### src/rtl/fpu_mul_pkg.sv
// Constants and types shared by the mantissa multiplier, its final
// carry-propagate resolver and the normaliser.
package fpu_mul_pkg;

   localparam int MANT_PROD_W = 48;
   localparam int MUL_CHUNK_W = 8;

   typedef enum logic [1:0] {
      ST_IDLE = 2'd0,
      ST_ADD  = 2'd1,
      ST_DONE = 2'd2
   } resolver_state_e;

endpackage

### src/rtl/csa_chunk_adder.sv
// Combinational CHUNK-bit ripple adder used by the final resolver, plus the
// one-bit full-adder cell it is built from.
module FullAdder (
   input  logic a,
   input  logic b,
   input  logic cin,
   output logic sum,
   output logic cout
);
   assign sum  = a ^ b ^ cin;
   assign cout = (a & b) | (cin & (a ^ b));
endmodule

module csa_chunk_adder #(
   parameter int CHUNK = 8
) (
   input  logic [CHUNK-1:0] a,
   input  logic [CHUNK-1:0] b,
   input  logic             cin,
   output logic [CHUNK-1:0] sum,
   output logic             cout
);
   logic [CHUNK:0] w_c;

   assign w_c[0] = cin;

   for (genvar g = 0; g < CHUNK; g++) begin : g_bit
      FullAdder u_fa (
         .a    (a[g]),
         .b    (b[g]),
         .cin  (w_c[g]),
         .sum  (sum[g]),
         .cout (w_c[g+1])
      );
   end

   assign cout = w_c[CHUNK];
endmodule

### src/rtl/csa_final_resolver.sv
// Resolves the redundant sum/carry pair from the CSA tree into one binary
// product, CHUNK bits per clock, behind valid/ready on both sides.
//
//   state   | meaning
//   --------+--------------------------------------------------------
//   ST_IDLE | waiting for operands, InReady=1
//   ST_ADD  | rippling chunk k of A+B into Product
//   ST_DONE | result presented, OutValid=1 until OutReady
module csa_final_resolver
   import fpu_mul_pkg::*;
#(
   parameter int WIDTH = MANT_PROD_W,
   parameter int CHUNK = MUL_CHUNK_W
) (
   input  logic             Clk,
   input  logic             Rst_n,
   input  logic             InValid,
   output logic             InReady,
   input  logic [WIDTH-1:0] SumVec,
   input  logic [WIDTH-1:0] CarryVec,
   output logic             OutValid,
   input  logic             OutReady,
   output logic [WIDTH-1:0] Product,
   output logic             Overflow
);

   if ((CHUNK < 1) || ((WIDTH % CHUNK) != 0)) begin : g_bad_cfg
      $error("csa_final_resolver: WIDTH must be a multiple of CHUNK and CHUNK >= 1");
   end

   localparam int NCHUNK = WIDTH / CHUNK;
   localparam int KW     = (NCHUNK > 1) ? $clog2(NCHUNK) : 1;

   resolver_state_e r_state;
   resolver_state_e w_state_nxt;

   logic [WIDTH-1:0] r_a;
   logic [WIDTH-1:0] r_b;
   logic             r_msb;
   logic [KW-1:0]    r_k;
   logic             r_c;
   logic [WIDTH-1:0] r_prod;
   logic             r_ovf;

   logic [CHUNK-1:0] w_a_chunk;
   logic [CHUNK-1:0] w_b_chunk;
   logic [CHUNK-1:0] w_sum;
   logic             w_cout;
   logic             w_last;

   assign w_a_chunk = r_a[r_k*CHUNK +: CHUNK];
   assign w_b_chunk = r_b[r_k*CHUNK +: CHUNK];
   assign w_last    = (r_k == KW'(NCHUNK-1));

   csa_chunk_adder #(.CHUNK(CHUNK)) u_chunk_adder (
      .a    (w_a_chunk),
      .b    (w_b_chunk),
      .cin  (r_c),
      .sum  (w_sum),
      .cout (w_cout)
   );

   always_ff @(posedge Clk or negedge Rst_n) begin
      if (!Rst_n) begin
         r_state <= ST_IDLE;
      end else begin
         r_state <= w_state_nxt;
      end
   end

   // Handshake outputs depend on the state register alone.
   always_comb begin
      w_state_nxt = r_state;
      InReady     = 1'b0;
      OutValid    = 1'b0;
      unique case (r_state)
         ST_IDLE: begin
            InReady = 1'b1;
            if (InValid) w_state_nxt = ST_ADD;
         end
         ST_ADD: begin
            if (w_last) w_state_nxt = ST_DONE;
         end
         ST_DONE: begin
            OutValid = 1'b1;
            if (OutReady) w_state_nxt = ST_IDLE;
         end
         default: w_state_nxt = ST_IDLE;
      endcase
   end

   always_ff @(posedge Clk or negedge Rst_n) begin
      if (!Rst_n) begin
         r_a    <= '0;
         r_b    <= '0;
         r_msb  <= 1'b0;
         r_k    <= '0;
         r_c    <= 1'b0;
         r_prod <= '0;
         r_ovf  <= 1'b0;
      end else begin
         unique case (r_state)
            ST_IDLE: begin
               if (InValid) begin
                  // Carry bit i weighs 2^(i+1); its top bit falls off the
                  // product and can only contribute to overflow.
                  r_a    <= SumVec;
                  r_b    <= {CarryVec[WIDTH-2:0], 1'b0};
                  r_msb  <= CarryVec[WIDTH-1];
                  r_k    <= '0;
                  r_c    <= 1'b0;
                  r_prod <= '0;
                  r_ovf  <= 1'b0;
               end
            end
            ST_ADD: begin
               r_prod[r_k*CHUNK +: CHUNK] <= w_sum;
               r_c                        <= w_cout;
               if (w_last) begin
                  r_ovf <= w_cout | r_msb;
               end else begin
                  r_k <= r_k + KW'(1);
               end
            end
            default: ;
         endcase
      end
   end

   assign Product  = r_prod;
   assign Overflow = r_ovf;

endmodule

### config.mk
export PLATFORM = sky130hd
export DESIGN_NAME = csa_final_resolver
export DESIGN_NICKNAME = d
export VERILOG_FILES = /design/src/rtl/fpu_mul_pkg.sv /design/src/rtl/csa_chunk_adder.sv /design/src/rtl/csa_final_resolver.sv
export SDC_FILE = /design/constraint.sdc
export NUM_CORES = 1
export LEC_CHECK = 0
export CORE_ASPECT_RATIO = 0.8
export CORE_MARGIN = 2
export CORE_UTILIZATION = 55
export DETAILED_ROUTE_END_ITERATION = 10
export PLACE_DENSITY_LB_ADDON = 0.1
export SETUP_SLACK_MARGIN = 0.3
export SLEW_MARGIN = 20
export SYNTH_ARGS = -nofsm -noshare
export SYNTH_HDL_FRONTEND = slang
export SYNTH_SLANG_ARGS = --single-unit
### constraint.sdc
create_clock -name Clk -period 12.6 [get_ports Clk]
set_input_delay 2.52 -clock Clk [delete_from_list [all_inputs] [get_ports Clk]]
set_output_delay 2.52 -clock Clk [all_outputs]
set_load 0.1 [all_outputs]
==> impl_metrics.env, run 1 <==
export IMPL_status="finished clean"
export IMPL_seqCellArea_um2=3780
export IMPL_fmax_ghz=0.182
export IMPL_worst_pin_slew_ns=1.14
export IMPL_synth_top_cell_area_share_pct=54.2
export IMPL_grt_remaining_overflow=0
export IMPL_drt_drc_violations_left=0
export IMPL_rr_worst_depth=16
export IMPL_startpoint_type="register"
export IMPL_cts_root_buffer="clkbuf_16"
export IMPL_row_count=36
export IMPL_grt_pass1_vias=4989
export IMPL_cts_buffer_depth=2
export IMPL_ctsHtreeMaxLevel=4
export IMPL_ant_nets=0
export IMPL_whs_ns=0.497
export IMPL_cts_tree="built"
export IMPL_initial_utilization_pct=56.9
export IMPL_wl_per_cell_um=19.5
export IMPL_track_usage_pct=26.2
export IMPL_post_cts_buffers=0
export IMPL_fp_dieH_um=105
export IMPL_multi_input_area_um2=3010
export IMPL_grt_max_degree=104
export IMPL_post_route_util_pct=74.9
export IMPL_routed_wl_mm=16.8
export IMPL_drv_slew=0
export IMPL_die_w_um=130
export IMPL_postSynthCellCount=537
export IMPL_synthFlopType="dfrtp_1"
export IMPL_setup_tns_ns=0
export IMPL_fin_crit_sh_pct=43.6
export IMPL_clkLatencyLatePin_ns=0.43
export IMPL_hold_buffers=0
export IMPL_antenna_found_initial=0
export IMPL_yosysMostFrequentCell="dfrtp_1"
export IMPL_core_area_um2=12300
export IMPL_yosys_warnings=0
export IMPL_arrival_ns=5.78
export IMPL_numCtsBuffers=17
export IMPL_yosysTopAreaCell="dfrtp_1"
export IMPL_io_pin_count=151
export IMPL_clock_sinks=151
export IMPL_maxSlewHeadroom_pct=23.9
export IMPL_dp_hpwl_mm=11.4
export IMPL_dr_pass1_iters=5
export IMPL_via_count=4767
export IMPL_synth_top_cells_by_count="dfrtp_1 (151), mux2i_1 (95), mux2_2 (94)"
export IMPL_drt_iter0_markers=302
export IMPL_synth_edf_count=0
export IMPL_dieArea_um2=13600
export IMPL_critical_path_required_ns=12.88
export IMPL_post_route_min_period_ns=5.50
export IMPL_cap_violations=0
export IMPL_post_cts_resized=0
export IMPL_area_growth_pct=31.7
export IMPL_report_final_setup_viol=0
export IMPL_nNetsFinal=787
export IMPL_synth_seq_cells=151
export IMPL_dp_cells=827
export IMPL_gp_congestion=0.772
export IMPL_viasPerCell=5.55
export IMPL_drive_above_1_share_pct=21.2
export IMPL_end_kind="register"
export IMPL_ys_top_cells_by_area="dfrtp_1 (54%), mux2_2 (15%), mux2i_1 (14%)"
export IMPL_antenna_cells=0
export IMPL_yosys_cell_types_count=40
export IMPL_synth_nets=649
export IMPL_layoutNonFillerInstCount=859
export IMPL_avgSynthCellArea_um2=13.0
export IMPL_worst_setup_path_type="register to register"
export IMPL_min_path_type="register to register"
export IMPL_grt_pass1_wl_mm=26.5
export IMPL_path_clk_slew_ns=0.06
export IMPL_holdPathStages=1
export IMPL_synthesis_area_um2=6970
export IMPL_worstPathMaxFanout=38
export IMPL_io_buffers=150
export IMPL_ys_async_sr_fraction_pct=100
export IMPL_yosysSeqAreaShare_pct=54.2
export IMPL_hold_violations=0
export IMPL_rsz0062_at_grt="no"
export IMPL_fill_cells=849
export IMPL_fin_worst_skew_ns=0.00840
==> sequential cells by signal, indices dropped and copies added (netlist names) <==
register	count
r_state	2
r_b	47
r_c	1
Overflow	1
r_a	48
Product	48
r_msb	1
r_k	3
==> metal layers <==
layer	wire (um)	track usage, %	up-vias
met4	320	9.14	0
met1	7580	37.2	2438
met3	951	6.09	23
met5	0	0	-
li1	-	-	2160
met2	7920	39.8	146
==> logic make-up (layout without fill, tap and decap cells) <==
| group | after synthesis | count (layout) | share of synthesized area, % |
|---|---|---|---|
| muxes | 191 | 191 | 29.1 |
| DFF | 151 | 151 | 54.2 |
| and+or+nand+nor | 105 | 105 | 7.12 |
| buffers and inverters | 44 | 195 | 2.71 |
| AOI/OAI and AO/OA | 34 | 34 | 3.80 |
| adders and majority gates | 12 | 12 | 3.02 |
==> cell usage in the layout (no fill, tap or decap), types with 2 or more instances in the layout <==
cell type	count
dfrtp_1	150
clkdlybuf4s50_1	149
mux2i_1	95
mux2_2	94
nand2_1	51
nor2_1	25
clkbuf_16	17
o22ai_1	12
inv_1	9
fa_1	8
or2_2	7
nand2b_1	6
o21ai_0	5
o22a_1	4
nor2b_1	4
ha_1	4
clkinv_2	4
clkinvlp_4	4
a22o_1	3
nand3_1	3
bufinv_16	3
clkbuf_8	3
mux2_1	2
a21oi_1	2
buf_6	2
buf_4	2
==> critical path, cell delays in order, from the launching register on <==
cell and delay (ns):
dfrtp_2 0.79, nand2b_1 0.58, o22ai_1 0.33, a41oi_1 0.09, fa_1 0.45, fa_1 0.40
fa_1 0.41, fa_1 0.42, fa_1 0.38, inv_1 0.08, fa_1 0.15, inv_1 0.05
fa_1 0.36, inv_1 0.08, fa_1 0.47, nand2b_1 0.19, mux2i_1 0.10
==> worst paths after layout <==
check / from / to / slack [ns]
max: r_k[1] / Product[39] / 7.10
max in group asynchronous: Rst_n / r_k[1] / 9.14
min reg2reg: r_a[42] / r_a[42] / 0.50
min: r_a[42] / r_a[42] / 0.50
max reg2reg: r_k[1] / Product[39] / 7.10
min in group asynchronous: Rst_n / Product[9] / 2.22
==> layout make-up <==
type                    count  share of cell area [%]
multi-input cells         342                    32.7
clock inverters            12                    1.62
well taps                 171                    2.33
repair buffers            153                    16.7
clock buffers              20                    5.08
flip-flops and latches    151                    41.2
inverters                  10                   0.409
==> metrics by stage <==
stage	instance area, um^2	setup WS, ns
after floorplan	6970	7.96
after global placement	8560	7.22
after detailed placement	8560	7.15
after CTS	9180	7.12
after global routing	9180	6.82
final	9180	7.10
Power of run 1 is not shown: default switching activity piles up to over one toggle a cycle in this logic, so the estimate is an artifact.
==> run 2: changes to the inputs <==
--- a/config.mk
+++ b/config.mk
@@ -7,7 +7,7 @@
 export LEC_CHECK = 0
 export CORE_ASPECT_RATIO = 0.8
 export CORE_MARGIN = 2
-export CORE_UTILIZATION = 55
+export CORE_UTILIZATION = 46
 export DETAILED_ROUTE_END_ITERATION = 10
 export PLACE_DENSITY_LB_ADDON = 0.1
 export SETUP_SLACK_MARGIN = 0.3
==> constraint.sdc (replaced) <==
create_clock -name Clk -period 4.45 [get_ports Clk]
set_input_delay 0.89 -clock Clk [delete_from_list [all_inputs] [get_ports Clk]]
set_output_delay 0.89 -clock Clk [all_outputs]
set_load 0.1 [all_outputs]
==> run 2 against run 1 <==
Against the previous run: die area rose by 19%; first-iteration DRC count down 23%; via count fell by 1.4%; critical path depth grew 1; maximum frequency rose by 31%; core utilization is 12 points lower; count of clock-buffer cells in the layout down 2; critical endpoint is now Product[15]; non-clock buffer count rose by 16.
==> impl_metrics.env, run 2 (synthesized netlist as in run 1, its figures left out) <==
export IMPL_routed_wl_mm=17.0
export IMPL_maxSlewHeadroom_pct=30.7
export IMPL_numCtsBuffers=17
export IMPL_fp_dieH_um=114
export IMPL_core_area_um2=14900
export IMPL_clock_sinks=151
export IMPL_via_count=4698
export IMPL_antenna_cells=0
export IMPL_worst_setup_path_type="register to register"
export IMPL_drv_slew=0
export IMPL_cts_root_buffer="clkbuf_16"
export IMPL_row_count=40
export IMPL_io_buffers=150
export IMPL_grt_pass1_vias=4901
export IMPL_area_growth_pct=34.2
export IMPL_hold_buffers=0
export IMPL_viasPerCell=5.26
export IMPL_min_path_type="register to register"
export IMPL_post_route_min_period_ns=4.20
export IMPL_antenna_found_initial=0
export IMPL_nNetsFinal=803
export IMPL_fin_crit_sh_pct=94.4
export IMPL_io_pin_count=151
export IMPL_path_clk_slew_ns=0.06
export IMPL_worstPathMaxFanout=5
export IMPL_report_final_setup_viol=0
export IMPL_whs_ns=0.503
export IMPL_status="finished clean"
export IMPL_initial_utilization_pct=46.7
export IMPL_drt_iter0_markers=233
export IMPL_ctsHtreeMaxLevel=4
export IMPL_crit_path_start="r_k[1]"
export IMPL_crit_end="Product[15]"
export IMPL_startpoint_type="register"
export IMPL_clkLatencyLatePin_ns=0.42
export IMPL_hold_violations=0
export IMPL_ant_nets=0
export IMPL_cap_violations=0
export IMPL_reg2reg_setup_slack_ns=0.25
export IMPL_critical_path_required_ns=4.70
export IMPL_layout_common_cells="dfrtp_1 (149), clkdlybuf4s50_1 (149), mux2i_1 (94), mux2_2 (94), nand2_1 (51)"
export IMPL_fmax_ghz=0.238
export IMPL_setup_tns_ns=0
export IMPL_rr_worst_depth=17
export IMPL_dp_hpwl_mm=12.3
export IMPL_grt_pass1_wl_mm=27.1
export IMPL_grt_remaining_overflow=0
export IMPL_drive_above_1_share_pct=25.6
export IMPL_dr_pass1_iters=4
export IMPL_rsz0062_at_grt="yes"
export IMPL_die_w_um=142
export IMPL_drt_drc_violations_left=0
export IMPL_gp_congestion=0.840
export IMPL_cts_tree="built"
export IMPL_r2r_end="Product[15]"
export IMPL_end_kind="register"
export IMPL_cts_buffer_depth=2
export IMPL_track_usage_pct=22.3
export IMPL_wl_per_cell_um=19.0
export IMPL_grt_max_degree=97
export IMPL_reg2reg_from="r_k[1]"
export IMPL_dieArea_um2=16200
export IMPL_fin_worst_skew_ns=0.00708
export IMPL_worst_pin_slew_ns=1.03
export IMPL_arrival_ns=4.45
-- run 2: cell types whose count changed in the layout (fill, tap and decap cells not counted), moves of 3 or more --
cell       delta
inv_1         -3
clkinv_4      +5
o22ai_1       -3
bufinv_16     -3
buf_4        +14
fa_1          -7
inv_6         +3
clkinv_2      -4
fa_2          +7
-- run 2: worst max-delay path: stages, from the launching register on --
cell      delay [ns]
dfrtp_2         0.45
buf_4           0.15
mux2i_2         0.15
o22ai_4         0.16
nor2_2          0.06
fa_2            0.37
fa_2            0.35
fa_2            0.35
fa_2            0.35
fa_2            0.34
inv_2           0.06
fa_2            0.18
inv_2           0.04
fa_2            0.32
inv_2           0.06
fa_1            0.41
nand2b_1        0.14
mux2i_1         0.10
-- run 2: per-layer routing --
metal | track usage (%) | vias up | share of wire (%)
li1 | - | 2197 | -
met2 | 31.7 | 124 | 44
met1 | 34.5 | 2365 | 50
met5 | 0 | - | 0
met3 | 5.14 | 12 | 5.5
met4 | 5.40 | 0 | 0.82
-- run 2: what timing repair did --
action / in CTS / in global routing
endpoints found under the setup margin: 6 / 10
pin swaps: 2 / 1
gates resized for setup: 1 / 9
buffers inserted: 6 / 0
hold endpoints to repair: 0 / 0
-- run 2: worst min-delay path by stage --
stage,endpoint,slack (ns),startpoint,cells past startpoint
after floorplan,r_a[42],0.46,r_a[42],1
after global placement,r_a[42],0.48,r_a[42],1
after detailed placement,r_b[43],0.49,r_b[43],1
after CTS,r_a[35],0.51,r_a[35],1
after global routing,r_a[6],0.52,r_a[6],1
final,r_a[42],0.50,r_a[42],1
-- run 2: per-stage QoR --
step / std cells / instance area [um^2] / setup slack [ns] / utilization, %
floorplan: 537 / 7030 / 0.184 / -
global placement: 855 / 8710 / 0.280 / 58.4
detailed placement: 855 / 8710 / 0.194 / 58.4
CTS: 893 / 9320 / 0.226 / 62.5
global route: 893 / 9360 / 0.0793 / 62.7
finish: 893 / 9360 / 0.249 / 62.7
-- run 2: cell type report --
class | count | area [um^2]
Fill cell | 1180 | 5560
Sequential cell | 151 | 3780
Multi-Input combinational cell | 342 | 3070
Timing Repair Buffer | 169 | 1670
Clock buffer | 18 | 439
Tap cell | 189 | 236
Clock inverter | 14 | 116
Inverter | 10 | 40.0
Power of run 2 is left out for the same reason.
